<file path="config.mk">
export PLATFORM = sky130hd
export DESIGN_NAME = hynoc_local_ingress_arbiter_flat
export DESIGN_NICKNAME = d
export VERILOG_FILES = /design/src/rtl/hynoc_local_ingress_arbiter_pkg.sv /design/src/rtl/hynoc_local_ingress_arbiter_if.sv /design/src/rtl/hynoc_local_ingress_arbiter_rr.sv /design/src/rtl/hynoc_local_ingress_arbiter.sv /design/src/flat_wrapper.sv
export SDC_FILE = /design/constraint.sdc
export NUM_CORES = 1
export LEC_CHECK = 0
export CAP_MARGIN = 10
export CORE_ASPECT_RATIO = 0.8
export CORE_MARGIN = 1
export CORE_UTILIZATION = 31
export DETAILED_ROUTE_END_ITERATION = 8
export HOLD_SLACK_MARGIN = 0.08
export MAX_ROUTING_LAYER = met4
export PLACE_DENSITY = 0.77
export SYNTH_ARGS = -nofsm -noshare
export SYNTH_HDL_FRONTEND = slang
export SYNTH_SLANG_ARGS = --single-unit
</file>
<file path="constraint.sdc">
create_clock -name local_clk -period 2.61 [get_ports local_clk]
set_input_delay 0.3915 -clock local_clk [delete_from_list [all_inputs] [get_ports local_clk]]
set_output_delay 0.3915 -clock local_clk [all_outputs]
set_load 0.01 [all_outputs]
</file>
<file path="src/rtl/hynoc_local_ingress_arbiter_pkg.sv">
// hynoc_local_ingress_arbiter_pkg: shared HyNoC defaults and arbiter FSM state type
package hynoc_local_ingress_arbiter_pkg;
  localparam int FLIT_WIDTH_DEF = 33;
  localparam int CNT_WIDTH_DEF = 16;
  typedef enum logic {IDLE, BUSY} state_t;
endpackage

</file>
<file path="src/rtl/hynoc_local_ingress_arbiter_if.sv">
// hynoc_local_ingress_arbiter_if: requester flit handshake, local ingress write port and arbiter status
// master: drives req_valid/req_last/req_data and local_ingress_full, observes everything else
// slave: the arbiter, drives req_ready, local_ingress_write/data, grant_id, busy, pkt_count
interface hynoc_local_ingress_arbiter_if
  import hynoc_local_ingress_arbiter_pkg::*;
#(
  parameter int LOG2_NUM_REQ = 2,
  parameter int FLIT_WIDTH = FLIT_WIDTH_DEF,
  parameter int CNT_WIDTH = CNT_WIDTH_DEF
);
  localparam int NUM_REQ = 1 << LOG2_NUM_REQ;
  logic [NUM_REQ-1:0] req_valid;
  logic [NUM_REQ-1:0] req_last;
  logic [NUM_REQ*FLIT_WIDTH-1:0] req_data;
  logic [NUM_REQ-1:0] req_ready;
  logic local_ingress_write;
  logic [FLIT_WIDTH-1:0] local_ingress_data;
  logic local_ingress_full;
  logic [LOG2_NUM_REQ-1:0] grant_id;
  logic busy;
  logic [CNT_WIDTH-1:0] pkt_count;
  modport master (
    output req_valid, req_last, req_data, local_ingress_full,
    input req_ready, local_ingress_write, local_ingress_data, grant_id, busy, pkt_count
  );
  modport slave (
    input req_valid, req_last, req_data, local_ingress_full,
    output req_ready, local_ingress_write, local_ingress_data, grant_id, busy, pkt_count
  );
endinterface

</file>
<file path="src/rtl/hynoc_local_ingress_arbiter_rr.sv">
// hynoc_rr_arbiter: combinational round-robin picker, first set request at or after i_start (mod NUM_REQ)
// i_req: request vector, i_start: search start, o_hit: any request, o_idx: chosen index
module hynoc_rr_arbiter #(
  parameter int LOG2_NUM_REQ = 2
) (
  input  logic [(1<<LOG2_NUM_REQ)-1:0] i_req,
  input  logic [LOG2_NUM_REQ-1:0]      i_start,
  output logic                         o_hit,
  output logic [LOG2_NUM_REQ-1:0]      o_idx
);
  localparam int NUM_REQ = 1 << LOG2_NUM_REQ;
  assign o_hit = |i_req;
  // scan offsets from farthest to nearest so the nearest hit is the final assignment;
  // the index sum wraps naturally in LOG2_NUM_REQ bits
  always_comb begin
    o_idx = '0;
    for (int i = NUM_REQ - 1; i >= 0; i--)
      if (i_req[i_start + LOG2_NUM_REQ'(i)]) o_idx = i_start + LOG2_NUM_REQ'(i);
  end
endmodule

</file>
<file path="src/rtl/hynoc_local_ingress_arbiter.sv">
// hynoc_local_ingress_arbiter: packet-granular round-robin share of the local ingress write port
// local_clk/local_rstn: clock and async active-low reset
// bus (slave): requester valid/last/data/ready, ingress write/data/full, grant_id, busy, pkt_count
module hynoc_local_ingress_arbiter
  import hynoc_local_ingress_arbiter_pkg::*;
#(
  parameter int LOG2_NUM_REQ = 2,
  parameter int FLIT_WIDTH = FLIT_WIDTH_DEF,
  parameter int CNT_WIDTH = CNT_WIDTH_DEF
) (
  input logic local_clk,
  input logic local_rstn,
  hynoc_local_ingress_arbiter_if.slave bus
);
  localparam int NUM_REQ = 1 << LOG2_NUM_REQ;
  state_t r_state;
  logic [LOG2_NUM_REQ-1:0] r_grant, r_ptr, w_start, w_idx;
  logic [CNT_WIDTH-1:0] r_cnt;
  logic w_hit, w_beat, w_done;
  assign w_beat = r_state == BUSY && bus.req_valid[r_grant] && !bus.local_ingress_full;
  assign w_done = w_beat && bus.req_last[r_grant];
  // the last beat re-arbitrates from g+1 in the same cycle, so g is picked again only if alone
  assign w_start = w_done ? r_grant + LOG2_NUM_REQ'(1) : r_ptr;
  hynoc_rr_arbiter #(.LOG2_NUM_REQ(LOG2_NUM_REQ)) u_rr (
    .i_req(bus.req_valid),
    .i_start(w_start),
    .o_hit(w_hit),
    .o_idx(w_idx)
  );
  always_ff @(posedge local_clk or negedge local_rstn)
    if (!local_rstn) begin
      r_state <= IDLE;
      r_grant <= '0;
      r_ptr <= '0;
      r_cnt <= '0;
    end else if (r_state == IDLE) begin
      if (w_hit) begin
        r_state <= BUSY;
        r_grant <= w_idx;
      end
    end else if (w_done) begin
      r_cnt <= r_cnt + CNT_WIDTH'(1);
      r_ptr <= w_start;
      if (w_hit) r_grant <= w_idx;
      else r_state <= IDLE;
    end
  assign bus.req_ready = w_beat ? NUM_REQ'(1) << r_grant : '0;
  assign bus.local_ingress_write = w_beat;
  assign bus.local_ingress_data = w_beat ? bus.req_data[32'(r_grant) * FLIT_WIDTH +: FLIT_WIDTH] : '0;
  assign bus.grant_id = r_grant;
  assign bus.busy = r_state == BUSY;
  assign bus.pkt_count = r_cnt;
endmodule

</file>
<file path="src/flat_wrapper.sv">
// flat-port wrapper written by rule: the top's interface ports become plain ports
module hynoc_local_ingress_arbiter_flat import hynoc_local_ingress_arbiter_pkg::*;
#(
  parameter int LOG2_NUM_REQ = 2,
  parameter int FLIT_WIDTH = FLIT_WIDTH_DEF,
  parameter int CNT_WIDTH = CNT_WIDTH_DEF
)
  (local_clk, local_rstn, bus_req_valid, bus_req_last, bus_req_data, bus_local_ingress_full, bus_req_ready, bus_local_ingress_write, bus_local_ingress_data, bus_grant_id, bus_busy, bus_pkt_count);
  hynoc_local_ingress_arbiter_if #(.LOG2_NUM_REQ(LOG2_NUM_REQ), .FLIT_WIDTH(FLIT_WIDTH), .CNT_WIDTH(CNT_WIDTH)) bus_i ();
  input logic local_clk;
  input logic local_rstn;
  input wire logic [$bits(bus_i.req_valid)-1:0] bus_req_valid;
  input wire logic [$bits(bus_i.req_last)-1:0] bus_req_last;
  input wire logic [$bits(bus_i.req_data)-1:0] bus_req_data;
  input wire logic [$bits(bus_i.local_ingress_full)-1:0] bus_local_ingress_full;
  output wire logic [$bits(bus_i.req_ready)-1:0] bus_req_ready;
  output wire logic [$bits(bus_i.local_ingress_write)-1:0] bus_local_ingress_write;
  output wire logic [$bits(bus_i.local_ingress_data)-1:0] bus_local_ingress_data;
  output wire logic [$bits(bus_i.grant_id)-1:0] bus_grant_id;
  output wire logic [$bits(bus_i.busy)-1:0] bus_busy;
  output wire logic [$bits(bus_i.pkt_count)-1:0] bus_pkt_count;
  assign bus_i.req_valid = bus_req_valid;
  assign bus_i.req_last = bus_req_last;
  assign bus_i.req_data = bus_req_data;
  assign bus_i.local_ingress_full = bus_local_ingress_full;
  assign bus_req_ready = bus_i.req_ready;
  assign bus_local_ingress_write = bus_i.local_ingress_write;
  assign bus_local_ingress_data = bus_i.local_ingress_data;
  assign bus_grant_id = bus_i.grant_id;
  assign bus_busy = bus_i.busy;
  assign bus_pkt_count = bus_i.pkt_count;
  hynoc_local_ingress_arbiter #(.LOG2_NUM_REQ(LOG2_NUM_REQ), .FLIT_WIDTH(FLIT_WIDTH), .CNT_WIDTH(CNT_WIDTH)) u_core (.local_clk(local_clk), .local_rstn(local_rstn), .bus(bus_i));
endmodule
</file>
==> results of run 1 <==
-- critical path: cells and delay by family --
family | cells | cell delay, ns
AO/OA/AOI/OAI | 1 | 0.20
AND/OR/NAND/NOR | 1 | 0.35
buffers and inverters | 4 | 1.20
-- layout by cell type, fill, tap and decap left out, types with 2 or more instances in the layout --
cell and count:
sky130_fd_sc_hd__clkdlybuf4s50_1 162, sky130_fd_sc_hd__and2_1 37, sky130_fd_sc_hd__dlygate4sd2_1 37, sky130_fd_sc_hd__mux4_2 33, sky130_fd_sc_hd__dfrtp_1 19, sky130_fd_sc_hd__nand2_1 16
sky130_fd_sc_hd__xnor2_1 12, sky130_fd_sc_hd__buf_4 12, sky130_fd_sc_hd__nor2_1 8, sky130_fd_sc_hd__mux2i_1 6, sky130_fd_sc_hd__nand3_1 6, sky130_fd_sc_hd__ha_1 5
sky130_fd_sc_hd__inv_1 4, sky130_fd_sc_hd__and3_1 4, sky130_fd_sc_hd__buf_12 4, sky130_fd_sc_hd__xor2_1 3, sky130_fd_sc_hd__o21ai_0 3, sky130_fd_sc_hd__clkbuf_8 3
sky130_fd_sc_hd__mux2_2 2, sky130_fd_sc_hd__nor3_1 2, sky130_fd_sc_hd__or3_1 2, sky130_fd_sc_hd__a31oi_1 2, sky130_fd_sc_hd__dfrtp_2 2
-- how the worst max path moves through the flow --
stage / start / end / slack [ns] / cells after the start
3_3_place_gp: bus_local_ingress_full / bus_local_ingress_data[17] / -0.09 / 7
6_report: bus_local_ingress_full / bus_local_ingress_write / 0.08 / 6
5_1_grt: bus_local_ingress_full / bus_local_ingress_write / 0.0009 / 6
4_1_cts: bus_local_ingress_full / bus_local_ingress_write / 0.08 / 6
3_5_place_dp: bus_local_ingress_full / bus_req_ready[1] / -0.11 / 7
2_1_floorplan: u_core.bus.grant_id[0] / bus_local_ingress_data[10] / 0.25 / 4
-- registers in the layout (all words and copies together), names as in the netlist --
name	count
u_core.bus.grant_id	2
u_core.bus.pkt_count	16
u_core.r_ptr	2
u_core.bus.busy	1
-- layer usage --
layer,global-route usage [%],up-vias
met2,40.64,102
met1,26.98,1138
met5,-,-
li1,-,1133
met3,4.861,10
met4,5.224,0
-- final cells by class --
cell class	count	share of cell area (%)
clock buffers	3	0.9456
inverters	5	0.4298
well taps	84	2.407
repair buffers	215	48.45
multi-input cells	155	35.56
flip-flops and latches	21	12.09
clock inverters	1	0.1146
-- report_power, final --
part / total, mW / switching, mW / internal [mW]
clock network: 0.218 / 0.111 / 0.106
logic: 2.12 / 0.854 / 1.27
registers: 0.491 / 0.0933 / 0.397
total: 2.83 / 1.06 / 1.77
-- kinds of logic after synthesis --
| kind of cell | share of synthesized area, % |
|---|---|
| and+or+nand+nor | 20.81 |
| DFF | 24.28 |
| xor gates and xnor gates | 6.070 |
| AOI/OAI and AO/OA | 3.815 |
| muxes | 38.15 |
| buffers and inverters | 3.988 |
| adders and majority gates | 2.890 |
-- synthesized netlist by cell type, types with 2 or more instances --
master                     number  area (um2)
sky130_fd_sc_hd__o21ai_0        3       15.01
sky130_fd_sc_hd__buf_6          2       22.52
sky130_fd_sc_hd__xor2_1         3       26.28
sky130_fd_sc_hd__ha_1           5       62.56
sky130_fd_sc_hd__or3_1          2       12.51
sky130_fd_sc_hd__a31oi_1        2       12.51
sky130_fd_sc_hd__clkbuf_1       7       26.28
sky130_fd_sc_hd__mux4_2        33       743.2
sky130_fd_sc_hd__nand3_1        6       30.03
sky130_fd_sc_hd__and2_1        37       231.5
sky130_fd_sc_hd__nor3_1         2       10.01
sky130_fd_sc_hd__and3_1         4       25.02
sky130_fd_sc_hd__mux2_2         2       22.52
sky130_fd_sc_hd__buf_2          3       15.01
sky130_fd_sc_hd__mux2i_1        6       60.06
sky130_fd_sc_hd__nand2_1       16       60.06
sky130_fd_sc_hd__inv_1          5       18.77
sky130_fd_sc_hd__dfrtp_1       21       525.5
sky130_fd_sc_hd__xnor2_1       12       105.1
sky130_fd_sc_hd__nor2_1         8       30.03
-- stage by stage --
| stage | utilization [%] | area, um2 | TNS [ns] | hold WS, ns | total power, mW |
|---|---|---|---|---|---|
| final | 66.45 | 4367 | 0 | 0.4713 | 2.832 |
| after detailed placement | 66.45 | 4367 | -2.997 | 0.4843 | 2.767 |
| after global placement | 66.45 | 4367 | -1.988 | 0.4659 | 2.747 |
| after CTS | 66.45 | 4367 | 0 | 0.4907 | 2.862 |
| after global routing | 66.45 | 4367 | 0 | 0.5043 | 3.032 |
| after floorplan | - | 2165 | 0 | 0.09591 | 1.759 |
==> metrics list, run 1 <==
- In this run the power density over the cells is 648.5 nW/um2.
* CTS buffer count: 3
* Launch point of the worst reg-to-reg path: u_core.bus.grant_id[1]
* Share of the clock period used by the worst path after layout: between 90% and 100%
- Before antenna repair, the detailed router went through 4 iterations.
- Dividing the synthesized area by the synthesized cell count gives 11.16 um2.
* Remaining antenna violation count after routing: 0
- At the pin with the least slew margin, the transition time is approximately 0.37 ns.
* Final HPWL from detailed placement: between 7 and 8 mm
* Number of unique standard cell types used by synthesis: 35
- Summing all multi-input logic gate instances after layout gives about 1600 um2.
- The region available for standard cell placement spans roughly 6600 um2.
- CTS clk-pin slew, worst paths: ~0.080 ns
- In the final layout, the share of cells above drive strength 1 is between 10% and 20%.
* Met1 wire length: 3.216 mm
- Port buffer count: just under 200
* Post-Place Setup Slack: -0.1103 ns
* Critical path class: primary input to output pin
* Number of global-route vias before repair: about 2,400
* Hold buffer count at CTS: 0
- Across the VDD grid, the largest voltage drop is about 470 uV.
* Startpoint Class: primary input
- Final setup skew: roughly 0.0055 ns
* Synthesized area: about 2200 um2
- Worst-path fanout max: 11
- In the final routed layout, each cell accounts on average for roughly 17 um.
- The total overflow left after global routing is 0.
- On the worst path, the slowest cell contributes a delay of 0.54 ns.
* Number of nets in the synthesized netlist: 342
* Clock Root Buffer: sky130_fd_sc_hd__clkbuf_8
- Wires add up to approximately 8.4 mm.
* Source-to-sink clock delay at the later pin of the worst-skew pair: between 0.2 and 0.3 ns
- Number of nets at the end of the flow: ~550
* Min Tclk post-route: around 2.5 ns
* Max-capacitance violation count: 0
- Fraction of the yosys area taken by sequential cells: 24.28%
* Slowest CP cell: sky130_fd_sc_hd__clkdlybuf4s50_1
* Setup violators final: 0
* Met2 layer wire length in the routed design: ~4.3 mm
- In this run the post-CTS setup repair buffer count came out at 0.
* Maximum number of pins on one net before global-route repair: between 40 and 50
* Clock tree from TritonCTS: done
- For this run, design rule violations remaining after detail routing come to 0.
* Most Frequent Cell on Critical Path: sky130_fd_sc_hd__clkdlybuf4s50_1
* Highest layer used for signal routing: met4
- The run finished with clean final reports.
- Height of the chip: ~77 um
- Across every metal layer, demand over resource in global routing totals 23.18%.
- Data required time at the worst endpoint: approximately 2.2 ns
- At the end of routability-driven placement, the weighted congestion stood at 0.8556.
* Met3 routed wirelength: approximately 740 um
* Register bit count reported by yosys: 21
- Number of buffers between clock root and the deepest sink: 2
- Sequence of cells on the critical path: clkdlybuf4s50_1, or3b_1, o22a_1, inv_2, buf_4, clkdlybuf4s50_1
- CTS built an H-tree with a depth of 1.
- Once the floorplan was initialized, standard cells occupied approximately a third of the core.
- Diodes inserted: 0
* Total Die Area: around 7300 um2
* Per-cell via count in the routed design: between 4 and 5
- Clock tree sinks: 21
* Number of warnings issued by yosys: 0
- The count of final max-slew check failures is 0.
- EDFF count, synth: 0
* Endpoint of the most critical register-to-register path: u_core.bus.grant_id[0]
- From synthesis to final layout, the design area changed by 101.7%.
* Number of antenna violations at the first check in global routing: 0
- In the final layout, flip-flops and latches occupy roughly 530 um2.
- In this run the static leakage power is between 1.5 and 2 nW.
- Measured against its own limit, the worst slew margin works out to about 75%.
* # IOs: 200
- Number of DRC markers in iteration 0: between 70 and 80
- DR vias: between 2,000 and 2,500
- The die is around 95 um wide.
- Number of inserted filler cells in the final layout: roughly 550
* Number of placed instances with taps included: 480
- The first global-routing pass estimated about 13 mm of wire.
- Site Rows: 26
* Number of hold violations in the final report: 0
* Post-layout worst setup margin: 0.07664 ns
* Post-cts gate resize count: 38
* Mapped Cells: a little under 200
- The worst setup path is captured at an output pin.
- Post-layout instance count excluding filler cells: around 480
* Reg2reg path depth: 9
- At the worst endpoint, the arrival time is between 2 and 2.5 ns.
* Worst reg2reg setup slack: roughly 0.26 ns
* Async SR Flop Fraction: 100.0%
- Dominant register cell in the synthesized netlist: sky130_fd_sc_hd__dfrtp_1
- Type of the tightest min-delay check: primary input to async pin
- Highest Clock Rate: roughly 390 MHz
* Unrepaired setup endpoints after global routing: no
(Power assumes the default switching activity.)
==> inputs of run 2 (changes only) <==
- GPL_TIMING_DRIVEN: default -> 0
==> run 2 against run 1 <==
  * Final cell count up 0.21%
  * Largest cell class unchanged
  * Register-to-register slack got worse by 0.20 ns
  * Worst setup slack worse by 0.017 ns
  * Highest routed layer unchanged
  * Critical path type is now register to register
==> metrics list, run 2 (synthesized netlist as in run 1, its figures left out) <==
- Dividing total power by cell area gives a power density of ~660 nW/um2.
- In this run, the number of DRC markers left after iteration 0 of detailed routing was 46.
* Number of antenna violations at the first check in global routing: 0
- Share of the clock period used by the worst path after layout: between 90% and 100%
* Global-route wire length before repair: 12.91 mm
- Endpoint of the most critical register-to-register path: u_core.bus.grant_id[1]
- Sum of negative setup slack: 0 ns
- Total detailed-routing wirelength: 8.671 mm
- The via count of the first global-routing pass was 2,394.
* Die boundary width: 95.43 um
- The clock arrives with 0.006092 ns of skew.
- Total congestion overflow: 0
* Maximum number of pins on one net before global-route repair: 22
- Input and output buffers added on the ports amount to 199.
- Tracing the worst setup path back leads to its startpoint at u_core.bus.grant_id[1].
- In this run the worst setup path terminates at u_core.bus.grant_id[1].
- The number of antenna diodes in the final layout is 0.
* Reg2reg path depth: 9
* H-Tree Depth: 1
* Overall Global Routing Usage: 23.91%
- STA classifies the critical path startpoint as a register.
- Endpoint type of the worst setup path: register
- Critical path class: register to register
* CTS buffer count: 3
* Share of final-layout standard cells stronger than drive strength 1: approximately 17%
- At the end of routability-driven placement, the weighted congestion stood at slightly above 0.8.
- The floorplan step defined a die boundary enclosing approximately 7300 um2.
- TritonCTS built the clock tree.
- The count of final max-slew check failures was 0.
* Number of detailed-routing iterations run before antenna repair: 4
- The count of nets left with antenna violations once routing finished came out at 0.
- OpenSTA, run right after detailed placement, puts the worst setup slack at -0.6309 ns.
- Leakage power: 1.903 nW
- Dividing the detail-routed wire length by the instance count gives ~18 um.
- Of all nets on the critical path, the largest fanout is 8.
* Starting density of the core: roughly a third
- Across the run, the number of max-cap violations was 0.
- The final hold violation count is 0.
- Setup violations remaining at the end of the flow were counted as 0.
* Worst reg2reg setup slack: 0.06 ns
- 200 I/O pins were placed.
- Leading cell type in the layout, fill and taps excluded: sky130_fd_sc_hd__clkdlybuf4s50_1
* Final Power: about 2.9 mW
* Share of the core filled with cells in the final layout: about two thirds
- Measured against its own limit, the worst slew margin works out to about 38%.
* Number of buffers between clock root and the deepest sink: 2
- Data arrival time of the critical path: between 2 and 3 ns
* Number of nets at the end of the flow: between 500 and 600
* Number of inserted filler cells in the final layout: between 500 and 600
* Clock tree sinks: 21
* Data required time at the worst endpoint: approximately 2.8 ns
* Run status: complete, no violations
- Per-cell via count in the routed design: 4.959
* Maximum VDD drop: approximately 500 uV
* Number of DRC violations after detailed routing: 0
- In the layout the commonest cells are sky130_fd_sc_hd__clkdlybuf4s50_1 (158), sky130_fd_sc_hd__and2_1 (37), sky130_fd_sc_hd__mux4_2 (33), sky130_fd_sc_hd__dlygate4sd2_1 (27), sky130_fd_sc_hd__dfrtp_1 (18).
- For the pin with the worst max-slew slack, the measured transition is 0.9327 ns.
* Type of the tightest min-delay check: register to register
- Height of the chip: roughly 77 um
* Area growth syn-to-layout: 104.4%
- The worst path needs between 2 and 3 ns of the cycle, external delays included.
* Clock Root Buffer: sky130_fd_sc_hd__clkbuf_8
* Highest Clock Rate: about 390 MHz
- The register with the most flip-flops in the layout has 16 of them.
- CTS clk-pin slew, worst paths: about 0.09 ns
- The core region is between 6000 and 7000 um2.
* Post-layout worst setup margin: approximately 0.06 ns
- DR vias: ~2,400
- Summed over all nets, the half-perimeter wirelength after detailed placement is 7.241 mm.
- In this run the core area contains 26 standard-cell rows.
- In this run the critical register-to-register path is launched from u_core.bus.grant_id[1].
* Source-to-sink clock delay at the later pin of the worst-skew pair: approximately 0.27 ns
[run 2: worst max-delay path, stage by stage, from the launching register on]
cell                      delay (ns)
sky130_fd_sc_hd__dfrtp_2        0.46
sky130_fd_sc_hd__or3b_1         0.37
sky130_fd_sc_hd__o22a_1         0.22
sky130_fd_sc_hd__buf_6          0.14
sky130_fd_sc_hd__or2_4          0.24
sky130_fd_sc_hd__buf_8          0.14
sky130_fd_sc_hd__or3_1          0.30
sky130_fd_sc_hd__a31oi_1        0.24
sky130_fd_sc_hd__o21ai_0        0.13
sky130_fd_sc_hd__a31oi_1        0.21
[run 2: worst min path at each step]
stage / from / end / slack (ns) / depth (start not counted)
final: u_core.bus.pkt_count[15] / u_core.bus.pkt_count[15] / 0.47 / 1
after global placement: u_core.bus.pkt_count[15] / u_core.bus.pkt_count[15] / 0.46 / 1
after global routing: u_core.bus.pkt_count[15] / u_core.bus.pkt_count[15] / 0.50 / 1
after detailed placement: u_core.bus.pkt_count[15] / u_core.bus.pkt_count[15] / 0.47 / 1
after floorplan: local_rstn / u_core.bus.busy / 0.1 / 0
after CTS: u_core.bus.pkt_count[15] / u_core.bus.pkt_count[15] / 0.48 / 1
[run 2: area by class of cell]
type / instances / area [um2] / area share, %
timing repair buffer: 203 / 2002 / 45.25
multi-input combinational: 155 / 1587 / 35.86
sequential: 21 / 529.3 / 11.96
buffer: 13 / 133.9 / 3.026
tap: 84 / 105.1 / 2.376
clock buffer: 3 / 41.29 / 0.9333
inverter: 5 / 18.77 / 0.4242
clock inverter: 1 / 7.507 / 0.1697
[run 2: per-stage QoR]
| stage | instances | area, um2 | hold slack, ns |
|---|---|---|---|
| global route | 485 | 4424 | 0.4967 |
| CTS | 483 | 4347 | 0.4807 |
| global placement | 477 | 4262 | 0.4632 |
| detailed placement | 477 | 4262 | 0.4692 |
| finish | 485 | 4424 | 0.4714 |
| floorplan | 194 | 2165 | 0.09591 |
[run 2: layer usage]
layer | routed length (um) | track usage [%] | vias up | part of all wire [%]
li1 | - | - | 1137 | -
met1 | 3230 | 27.67 | 1145 | 37
met2 | 4490 | 41.64 | 111 | 52
met3 | 795 | 5.357 | 12 | 9.2
met4 | 155 | 5.821 | 0 | 1.8
met5 | 0 | - | - | 0
[run 2: where the power goes]
part	total (mW)	switching (mW)	internal, mW	leakage (nW)
Sequential	0.476	0.0787	0.397	0.267
Clock	0.225	0.117	0.108	0.0217
Combinational	2.24	0.918	1.32	1.61
[run 2: timing repair]
item                       CTS  global route
pin swaps                    0             4
hold endpoints to repair     0             0
cloned                       0             0
setup buffers                2             2
hold buffers                 0             0
gates resized for setup     61            25
setup endpoints to repair   40            28
==> inputs of run 3 (changes only) <==
- CTS_BUF_LIST: default -> sky130_fd_sc_hd__clkbuf_16
==> run 3 against run 2 <==
  * Wire length rose by 0.15%
  * First-iteration DRC count fell by 4.3%
  * Hold slack got worse by 0.0026 ns
  * Design area rose by 0.14%
  * Global-route usage rose by 0.12 points
  * Worst setup slack improved by 0.011 ns
==> metrics list, run 3 (synthesized netlist as in run 1, its figures left out) <==
* Run status: complete, no violations
- Slowest CP cell: sky130_fd_sc_hd__dfrtp_2
- TritonCTS built the clock tree.
- Final setup skew: 0.004529 ns
- After global routing the overflow that remains totals 0.
- The tightest min-delay check is of the register to register type.
- # IOs: 200
- Most frequent cells in the layout: sky130_fd_sc_hd__clkdlybuf4s50_1 (157), sky130_fd_sc_hd__and2_1 (37), sky130_fd_sc_hd__mux4_2 (33), sky130_fd_sc_hd__dlygate4sd2_1 (32), sky130_fd_sc_hd__dfrtp_1 (18)
* Fin Hold WS: roughly 0.47 ns
- The later pin in the worst-skew pair is clocked with a latency of approximately 0.26 ns.
- Site Rows: 26
- Critical path class: register to register
- Relative to the synthesized area, the layout overhead comes to 104.7%.
- Data required time at the worst endpoint: 2.78 ns
- The critical path goes through or3b_1, o22a_1, buf_6, or2_4, buf_8, or3_1, a31oi_1, o21ai_0, a31oi_1.
- Number of DRC violations after detailed routing: 0
- Detailed placement finished with a half-perimeter wire length of ~7.2 mm.
* Start point of the worst hold path: u_core.bus.pkt_count[15]
- Number of pins with negative max-slew slack in the final report: 0
- Hold Crit Depth: 1
- Clock Root Buffer: sky130_fd_sc_hd__clkbuf_16
* Number of DRC markers in iteration 0: 44
- From bottom edge to top edge, the die measures 76.74 um.
- Counting along the longest clock path gives a buffer depth of 2.
- Post-layout worst setup margin: just over 0.07 ns
- The worst path uses a little over nine tenths of the clock period.
- Number of nets at the end of the flow: roughly 550
* Longest individual stage delay on the worst path: 0.45 ns
* Setup violators final: 0
* Worst-path fanout max: 8
* CTS clk-pin slew, worst paths: 0.06 ns
- DR vias: approximately 2,400
- OpenSTA, run right after detailed placement, puts the worst setup slack at -0.6309 ns.
- Final Wtd Congestion: 0.8145
- Leaving out fill and tap cells, the most frequent cell in the layout is sky130_fd_sc_hd__clkdlybuf4s50_1.
- The worst hold path terminates at u_core.bus.pkt_count[15].
- Measured in cells, the most critical reg-to-reg path has a length of 9.
- Most Frequent Cell on Critical Path: sky130_fd_sc_hd__a31oi_1
- Max-capacitance violation count: 0
- The core region is about 6600 um2.
* Maximum VDD drop: ~460 uV
* CTS buffer count: 3
- Before antenna repair, the detailed router went through 4 iterations.
* Number of antenna violations at the first check in global routing: 0
- Per-cell via count in the routed design: slightly below 5
- The worst register-to-register path has a setup slack of between 0.07 and 0.08 ns.
- For the worst setup path, the data arrival time is approximately 2.7 ns.
- Maximum number of pins on one net before global-route repair: 22
- Min Tclk post-route: 2.539 ns
- Starting density of the core: between 30% and 40%
- Power spread over the standard cell area amounts to ~700 nW/um2.
- Number of global-route vias before repair: 2,393
- Share of final-layout standard cells stronger than drive strength 1: ~18%
* Least-Margin Pin Slew: roughly 0.93 ns
- In this run the critical register-to-register path is launched from u_core.bus.grant_id[1].
- Global routing used 24.03% of the available tracks.
- Port buffering added 199 buffers.
* Largest register FFs: 16
* Total buffers and inverters traversed by the critical path: 2
- The clock net in this run drives a total of 21 sinks.
- The endpoint identified for the worst register-to-register timing path is u_core.bus.grant_id[1].
- Measured along the x axis, the die boundary spans 95.43 um.
- The number of antenna diodes in the final layout is 0.
- Summed over all cells, the static leakage comes to roughly 1.9 nW.
- Startpoint Class: register
* Highest Clock Rate: 393.8 MHz
- Endpoint type of the worst setup path: register
- Remaining antenna violation count after routing: 0
* Total detailed-routing wirelength: 8.684 mm
- Wire length per cell: 17.94 um
- The first global-routing pass estimated 12.88 mm of wire.
- CTS built an H-tree with a depth of 1.
* Max-slew headroom at the worst pin: 37.58%
* Delay-heaviest family, CP: simple AND/OR/NAND/NOR gates
* Number of hold violations in the final report: 0
- Total Die Area: about 7300 um2
==> run 3: changes by cell type in the layout (fill, tap and decap cells not counted), sizes merged <==
cell	previous run	this run
clkdlybuf4s15	10	0
clkbuf	10	15
dlygate4sd2	27	32
buf	10	9
clkdlybuf4s50	158	157
dlymetal6s2s	4	5
==> run 3: worst max path at each step <==
| stage | from | end | slack [ns] | cells after the start |
|---|---|---|---|---|
| finish | u_core.bus.grant_id[1] | u_core.bus.grant_id[1] | 0.07 | 9 |
| detailed placement | bus_local_ingress_full | bus_local_ingress_data[22] | -0.63 | 8 |
| global placement | bus_local_ingress_full | bus_local_ingress_data[22] | -0.62 | 8 |
| global route | u_core.bus.grant_id[1] | u_core.bus.grant_id[1] | -0.07 | 9 |
| floorplan | u_core.bus.grant_id[0] | bus_local_ingress_data[10] | 0.25 | 4 |
| CTS | bus_local_ingress_full | bus_local_ingress_data[22] | 0.01 | 8 |
==> run 3: layer usage <==
layer	global-route usage [%]	vias to the layer above	routed length, um
li1	-	1136	-
met1	27.47	1154	3267
met2	41.64	92	4487
met3	5.952	12	755
met4	6.269	0	174
met5	-	-	0
==> run 3: area by class of cell <==
type,instances,area (um2)
Tap cell,84,105.1
Clock buffer,3,75.07
Buffer,13,142.6
Inverter,5,18.77
Multi-Input combinational cell,155,1587
Sequential cell,21,529.3
Timing Repair Buffer,202,1966
Clock inverter,1,7.507
Fill cell,533,2141
==> run 3: report_power, final <==
part | total [mW] | switching (mW) | internal, mW
registers | 0.493 | 0.0941 | 0.398
clock network | 0.335 | 0.128 | 0.208
logic | 2.21 | 0.902 | 1.31
total | 3.04 | 1.12 | 1.91
==> run 3: stage by stage <==
step	TNS, ns	cells	power (mW)	instance area (um2)	utilization (%)
5_1_grt	-0.08628	484	3.259	4431	67.42
2_1_floorplan	0	194	1.759	2165	-
3_5_place_dp	-18.80	477	2.670	4262	64.85
6_report	0	484	3.038	4431	67.42
3_3_place_gp	-18.22	477	2.650	4262	64.85
4_1_cts	0	482	2.991	4378	66.62
==> run 3: repair_timing <==
| item | CTS | global route |
|---|---|---|
| resized for setup | 63 | 27 |
| endpoints found under the setup margin | 40 | 28 |
| pin swaps | 0 | 4 |
| setup buffers | 1 | 2 |
| hold buffers | 0 | 0 |
